## src/rtl/screen_pattern_if.sv

```systemverilog
// Framebuffer write port carried between screen_pattern and the framebuffer.
// The address width macro lives here so every user of the port agrees on it.
`ifndef DISP_ADDR_WIDTH
`define DISP_ADDR_WIDTH 19
`endif

interface screen_pattern_if;
    logic                        fb_we;
    logic [`DISP_ADDR_WIDTH-1:0] fb_addr;
    logic [31:0]                 fb_wdata;

    modport master (output fb_we, output fb_addr, output fb_wdata);
    modport slave  (input  fb_we, input  fb_addr, input  fb_wdata);
endinterface

```

## src/rtl/screen_pattern.sv

```systemverilog
// Full-screen pattern painter: fills the framebuffer once with a two-colour
// pattern, then holds until a fresh exit-key press after a minimum display time.
`ifndef DISP_ADDR_WIDTH
`define DISP_ADDR_WIDTH 19
`endif

module screen_pattern #(
    parameter int unsigned H_RES       = 640,
    parameter int unsigned V_RES       = 480,
    parameter logic [11:0] COLOUR_A    = 12'h0F0,
    parameter logic [11:0] COLOUR_B    = 12'h000,
    parameter int unsigned BAR_SIZE    = 32,
    parameter int unsigned HOLD_CYCLES = 25_000_000,
    parameter logic [25:0] KEY_MASK    = 26'h3FF_FFFF
) (
    input  logic                clk,
    input  logic                reset,
    input  logic [1:0]          mode,
    input  logic                redraw,
    input  logic [25:0]         key_status,
    screen_pattern_if.master    fb,
    output logic                screen_done
);

    localparam int AW = `DISP_ADDR_WIDTH;
    localparam int XW = (H_RES > 1) ? $clog2(H_RES) : 1;
    localparam int YW = (V_RES > 1) ? $clog2(V_RES) : 1;
    localparam int BW = (BAR_SIZE > 1) ? $clog2(BAR_SIZE) : 1;
    localparam logic [XW-1:0] X_LAST   = XW'(H_RES - 1);
    localparam logic [YW-1:0] Y_LAST   = YW'(V_RES - 1);
    localparam logic [BW-1:0] BAR_LAST = BW'(BAR_SIZE - 1);

    typedef enum logic [2:0] {S_FILL, S_HOLD, S_ARM, S_WAIT_KEY, S_DONE} state_t;

    state_t          state_q, state_d;
    logic [XW-1:0]   x_q, x_d;
    logic [YW-1:0]   y_q, y_d;
    logic [BW-1:0]   xc_q, xc_d, yc_q, yc_d;
    logic            xb_q, xb_d, yb_q, yb_d;
    logic [AW-1:0]   addr_q, addr_d;
    logic [31:0]     hold_q, hold_d;
    logic [1:0]      mode_q, mode_d;
    logic            relatch_q, relatch_d;
    logic            we_q, we_d;
    logic [AW-1:0]   fb_addr_q, fb_addr_d;
    logic [11:0]     wdata_q, wdata_d;
    logic            done_q, done_d;

    logic [1:0]      eff_mode;
    logic [11:0]     pix_colour;
    logic            key_hit;

    always_comb begin
        // The first FILL cycle after reset or redraw uses the live mode input.
        eff_mode = relatch_q ? mode : mode_q;
        key_hit  = |(key_status & KEY_MASK);
        case (eff_mode)
            2'd0:    pix_colour = COLOUR_A;
            2'd1:    pix_colour = yb_q ? COLOUR_B : COLOUR_A;
            2'd2:    pix_colour = xb_q ? COLOUR_B : COLOUR_A;
            default: pix_colour = (xb_q ^ yb_q) ? COLOUR_B : COLOUR_A;
        endcase
    end

    always_comb begin
        state_d   = state_q;
        x_d       = x_q;
        y_d       = y_q;
        xc_d      = xc_q;
        yc_d      = yc_q;
        xb_d      = xb_q;
        yb_d      = yb_q;
        addr_d    = addr_q;
        hold_d    = hold_q;
        mode_d    = mode_q;
        relatch_d = relatch_q;
        we_d      = 1'b0;
        fb_addr_d = fb_addr_q;
        wdata_d   = wdata_q;
        done_d    = done_q;

        case (state_q)
            S_FILL: begin
                relatch_d = 1'b0;
                mode_d    = eff_mode;
                we_d      = 1'b1;
                fb_addr_d = addr_q;
                wdata_d   = pix_colour;
                addr_d    = addr_q + AW'(1);
                if (x_q == X_LAST) begin
                    x_d  = '0;
                    xc_d = '0;
                    xb_d = 1'b0;
                    if (y_q == Y_LAST) begin
                        state_d = S_HOLD;
                        hold_d  = '0;
                    end else begin
                        y_d = y_q + YW'(1);
                        if (yc_q == BAR_LAST) begin
                            yc_d = '0;
                            yb_d = ~yb_q;
                        end else begin
                            yc_d = yc_q + BW'(1);
                        end
                    end
                end else begin
                    x_d = x_q + XW'(1);
                    if (xc_q == BAR_LAST) begin
                        xc_d = '0;
                        xb_d = ~xb_q;
                    end else begin
                        xc_d = xc_q + BW'(1);
                    end
                end
            end
            S_HOLD: begin
                if (hold_q == 32'(HOLD_CYCLES)) state_d = S_ARM;
                else                             hold_d  = hold_q + 32'd1;
            end
            S_ARM: begin
                if (!key_hit) state_d = S_WAIT_KEY;
            end
            S_WAIT_KEY: begin
                if (key_hit) begin
                    state_d = S_DONE;
                    done_d  = 1'b1;
                end
            end
            default: ;
        endcase

        // Redraw outranks a simultaneous key press; a fill in progress always completes.
        if (redraw && state_q != S_FILL) begin
            state_d   = S_FILL;
            done_d    = 1'b0;
            x_d       = '0;
            y_d       = '0;
            xc_d      = '0;
            yc_d      = '0;
            xb_d      = 1'b0;
            yb_d      = 1'b0;
            addr_d    = '0;
            hold_d    = '0;
            relatch_d = 1'b1;
        end
    end

    always_ff @(posedge clk or posedge reset) begin
        if (reset) begin
            state_q   <= S_FILL;
            x_q       <= '0;
            y_q       <= '0;
            xc_q      <= '0;
            yc_q      <= '0;
            xb_q      <= 1'b0;
            yb_q      <= 1'b0;
            addr_q    <= '0;
            hold_q    <= '0;
            mode_q    <= '0;
            relatch_q <= 1'b1;
            we_q      <= 1'b0;
            fb_addr_q <= '0;
            wdata_q   <= '0;
            done_q    <= 1'b0;
        end else begin
            state_q   <= state_d;
            x_q       <= x_d;
            y_q       <= y_d;
            xc_q      <= xc_d;
            yc_q      <= yc_d;
            xb_q      <= xb_d;
            yb_q      <= yb_d;
            addr_q    <= addr_d;
            hold_q    <= hold_d;
            mode_q    <= mode_d;
            relatch_q <= relatch_d;
            we_q      <= we_d;
            fb_addr_q <= fb_addr_d;
            wdata_q   <= wdata_d;
            done_q    <= done_d;
        end
    end

    assign fb.fb_we     = we_q;
    assign fb.fb_addr   = fb_addr_q;
    assign fb.fb_wdata  = {20'b0, wdata_q};
    assign screen_done  = done_q;

endmodule

```

## src/flat_wrapper.sv

```systemverilog
// flat-port wrapper written by rule: the top's interface ports become plain ports
module screen_pattern_flat 
#(
    parameter int unsigned H_RES       = 640,
    parameter int unsigned V_RES       = 480,
    parameter logic [11:0] COLOUR_A    = 12'h0F0,
    parameter logic [11:0] COLOUR_B    = 12'h000,
    parameter int unsigned BAR_SIZE    = 32,
    parameter int unsigned HOLD_CYCLES = 25_000_000,
    parameter logic [25:0] KEY_MASK    = 26'h3FF_FFFF
)
  (clk, reset, mode, redraw, key_status, screen_done, fb_fb_we, fb_fb_addr, fb_fb_wdata);
  screen_pattern_if fb_i ();
  input  logic clk;
  input  logic reset;
  input  logic [1:0] mode;
  input  logic redraw;
  input  logic [25:0] key_status;
  output logic screen_done;
  output wire logic [$bits(fb_i.fb_we)-1:0] fb_fb_we;
  output wire logic [$bits(fb_i.fb_addr)-1:0] fb_fb_addr;
  output wire logic [$bits(fb_i.fb_wdata)-1:0] fb_fb_wdata;
  assign fb_fb_we = fb_i.fb_we;
  assign fb_fb_addr = fb_i.fb_addr;
  assign fb_fb_wdata = fb_i.fb_wdata;
  screen_pattern #(.H_RES(H_RES), .V_RES(V_RES), .COLOUR_A(COLOUR_A), .COLOUR_B(COLOUR_B), .BAR_SIZE(BAR_SIZE), .HOLD_CYCLES(HOLD_CYCLES), .KEY_MASK(KEY_MASK)) u_core (.clk(clk), .reset(reset), .mode(mode), .redraw(redraw), .key_status(key_status), .fb(fb_i), .screen_done(screen_done));
endmodule
```

## config.mk

```make
export PLATFORM = sky130hd
export DESIGN_NAME = screen_pattern_flat
export DESIGN_NICKNAME = d
export VERILOG_FILES = /design/src/rtl/screen_pattern_if.sv /design/src/rtl/screen_pattern.sv /design/src/flat_wrapper.sv
export SDC_FILE = /design/constraint.sdc
export NUM_CORES = 1
export LEC_CHECK = 0
export CAP_MARGIN = 20
export CORE_ASPECT_RATIO = 0.75
export CORE_MARGIN = 4
export CORE_UTILIZATION = 30
export CTS_CLUSTER_DIAMETER = 200
export DETAILED_ROUTE_END_ITERATION = 16
export HOLD_SLACK_MARGIN = 0.12
export SLEW_MARGIN = 15
export SYNTH_ARGS = -nofsm -noshare
export SYNTH_HDL_FRONTEND = slang
export SYNTH_SLANG_ARGS = --single-unit
```

## constraint.sdc

```tcl
create_clock -name clk -period 3.38 [get_ports clk]
set_input_delay 0.507 -clock clk [delete_from_list [all_inputs] [get_ports clk]]
set_output_delay 0.507 -clock clk [all_outputs]
set_load 0.05 [all_outputs]
```

==> results.cfg <==
[grt]
grt_pass1_wl_um = 22890
grt_pass1_vias = 4409
grt-ovfl-total = 0
grtUsageMet1_pct = 19.18
grtUsageTotal_pct = 12.59
grt_max_degree = 111
grt_antenna_before_repair = 0
grt_use_met2_pct = 17.66
top_usage_layer = met1
grtUsageMet3_pct = 3.331

[clock_network]
cts_hold_buf = 0
postCtsSetupRepairBufs = 0
cts-root-buf = clkbuf_16
cts-resized-gates = 0
cts_buffer_depth = 2
clkLatencyLatePin_ns = 0.36
cts_tree = done
tritoncts.num_buffers = 9
clock_sinks = 110
cts_max_level = 3
clk_pin_slew_ns = 0.08

[cells_and_area]
fin_area_sq_mm = 0.006982
final_common_cell = nand2_1
most-common-layout-cells = nand2_1 (117), dfrtp_1 (109), clkdlybuf4s50_1 (55)
drive_gt1_share_pct = 8.664
seqCellArea_sq_mm = 0.002754
fin_cells = 934
multiInputGateArea_sq_mm = 0.002893
finalNetCount = 716
num_antenna_cells = 0
fillCellCount = 1975
syn2layout_area_growth_pct = 16.93

[place]
dpl.hpwl_um = 9168
gp_congestion = 0.8162
dp_worst_setup_slack_ns = 0.8847
post_dp_cell_area_sq_mm = 0.006656
portBuffers = 55
dp.cells = 917

[status]
status = completed

[worst_setup_path]
cp-start-kind = flop
crit_type = reg2reg
r2r_slack_ns = 0.95
crit_arrival_ns = 2.71
cp_max_fo = 27
end_kind = flop
critical_path_required_ns = 3.66

[detailed_routing]
vias = 4692
wl_per_cell_um = 14.60
route.detailed.drc = 0
viasPerCell = 5.024
drt_wl_total_um = 13640
drt_first_pass_iters = 5
initialDrtViolationCount = 316
ant_nets = 0

[synth]
netlist_area_sq_mm = 0.005971
ys_warn_count = 0
syn_area_per_cell_sq_um = 9.492
async_reset_ff_share_pct = 100.0
seq_area_frac_synth_pct = 46.12
synth-edff-count = 0
yosys_register_bits = 110
synth_cell_type_count = 64
ys.flop_type = dfrtp_1
syn-instance-count = 629

[power]
p_seq_share_pct = 50.4
leakagePower_nw = 3.013
peakVddDrop_mv = 0.1897
p_per_area_mw_per_mm2 = 379.0
switching_share_pct = 25.54
clockPowerShare_pct = 43.0
switchingPower_w = 0.0006758
p_int_w = 0.001970
combPwrFrac_pct = 6.6

[sta]
final.setup_skew_ns = 0.01198
fin_ws_ns = 0.9531
slew-limit-headroom_pct = 53.14
timing.fmax_mhz = 412.0
setup_viol = 0
rsz0062_at_grt = false
hold_viol_final = 0
fin_hold_ws_ns = 0.4851
worstMarginPinSlew_ns = 0.7012
finalMaxSlewViolations = 0
fin_crit_sh_pct = 71.80
setup_tns_ns = 0
min_period_ns = 2.427

[die]
initial_core_util_pct = 30.72
pin_count = 84
die_x_um = 170.9
fp.dieH_um = 130.2
dieArea_sq_mm = 0.02225
core_sq_mm = 0.01943
placementRows = 44

[flow_run]
max_cap_violations = 0

[worst_hold_path]
hp-class = reg2reg
cell families (layout without fill, tap and decap cells):
logic type	after synthesis	after routing	synth area share, %
XOR/XNOR	12	12	1.760
other	1	28	0.06281
AND/OR/NAND/NOR	276	276	24.67
adder cells (fa/ha/maj)	9	9	1.886
flip-flops	110	110	46.12
AO/OA/AOI/OAI	140	140	15.93
buffers and inverters	67	92	7.125
multiplexers	14	14	2.452
Yosys cell counts, types with 3 or more instances:
master    number  area [sq um]
a21oi_1       26         130.1
a41oi_1        5         43.79
mux2i_1        9         90.09
o31ai_1        4         30.03
o21ba_2        3         30.03
o21ai_0       41         205.2
nor2_1        32         120.1
o21a_1         6         45.04
nand3_1       39         195.2
and3_1        14         87.58
mux2_2         5         56.30
buf_2          6         30.03
nor4_1         8         50.05
a211o_1        3         26.28
a31oi_1       25         156.4
dfrtp_1      109          2728
buf_6          4         45.04
nand4_1       16         100.1
nand2_1      117         439.2
ha_1           9         112.6
xor2_1         8         70.07
inv_1         10         37.54
nand4_2        3         37.54
and2_1         3         18.77
buf_4         35         262.8
a22o_1         5         43.79
or4_1          3         22.52
xnor2_1        4         35.03
nor2b_1        3         18.77
o211ai_1       5         37.54
clkbuf_1      11         41.29
nor3_1         9         45.04
nor3_2         3         30.03
nor4_4         4         85.08
and4_1         6         52.55
area by class of cell:
class / instances / area share [%]
multi-input combinational: 479 / 41.43
sequential: 110 / 39.44
timing repair buffer: 65 / 9.319
tap: 253 / 4.534
clock buffer: 9 / 3.226
clock inverter: 7 / 1.326
inverter: 11 / 0.7168
sequential cells by signal (all words and copies together) (netlist names):
| signal | count |
|---|---|
| u_core.hold_q | 32 |
| u_core.fb.fb_we | 1 |
| u_core.screen_done | 1 |
| u_core.fb.fb_addr | 19 |
| u_core.state_q | 3 |
| u_core.yb_q | 1 |
| u_core.xb_q | 1 |
| u_core.yc_q | 5 |
| u_core.addr_q | 19 |
| u_core.x_q | 10 |
| u_core.xc_q | 5 |
| u_core.wdata_q | 1 |
| u_core.relatch_q | 1 |
| u_core.mode_q | 2 |
| u_core.y_q | 9 |
routing by layer:
layer  vias to the layer above  wire, um
li1                       2327         -
met1                      2225      7138
met2                       127      5489
met3                        13       880
met4                         0       131
met5                         -         0
metrics by stage:
step	util [%]	total power (W)
after global routing	35.93	0.002746
after detailed placement	34.25	0.001538
after floorplan	-	0.001506
after CTS	35.89	0.002678
after global placement	34.25	0.001537
final	35.93	0.002646
power by group through the flow:
stage	logic [W]	clock network [W]	registers [W]
3_3_place_gp	0.000177	0	0.00136
2_1_floorplan	0.000146	0	0.00136
3_5_place_dp	0.000178	0	0.00136
5_1_grt	0.000191	0.00122	0.00134
6_report	0.000175	0.00114	0.00133
4_1_cts	0.000178	0.00117	0.00133
critical path, stage by stage (launching register included):
cell and delay [ns]:
dfrtp_1 0.39, ha_1 0.21, nand3_1 0.27, o31ai_4 0.57, o211ai_2 0.23, a21oi_4 0.14
buf_4 0.32, mux2i_1 0.21
worst paths after layout:
| path | from | depth (start not counted) | to |
|---|---|---|---|
| worst max-delay path | u_core.x_q[0] | 7 | u_core.hold_q[1] |
| worst min-delay path | u_core.fb.fb_addr[8] | 2 | u_core.fb.fb_addr[8] |
| worst max register to register | u_core.x_q[0] | 7 | u_core.hold_q[1] |
| worst min register to register | u_core.fb.fb_addr[8] | 2 | u_core.fb.fb_addr[8] |
| max in group asynchronous | reset | 3 | u_core.mode_q[0] |
| min in group asynchronous | reset | 3 | u_core.hold_q[22] |
Note: power is estimated with default switching activity, not from simulation.
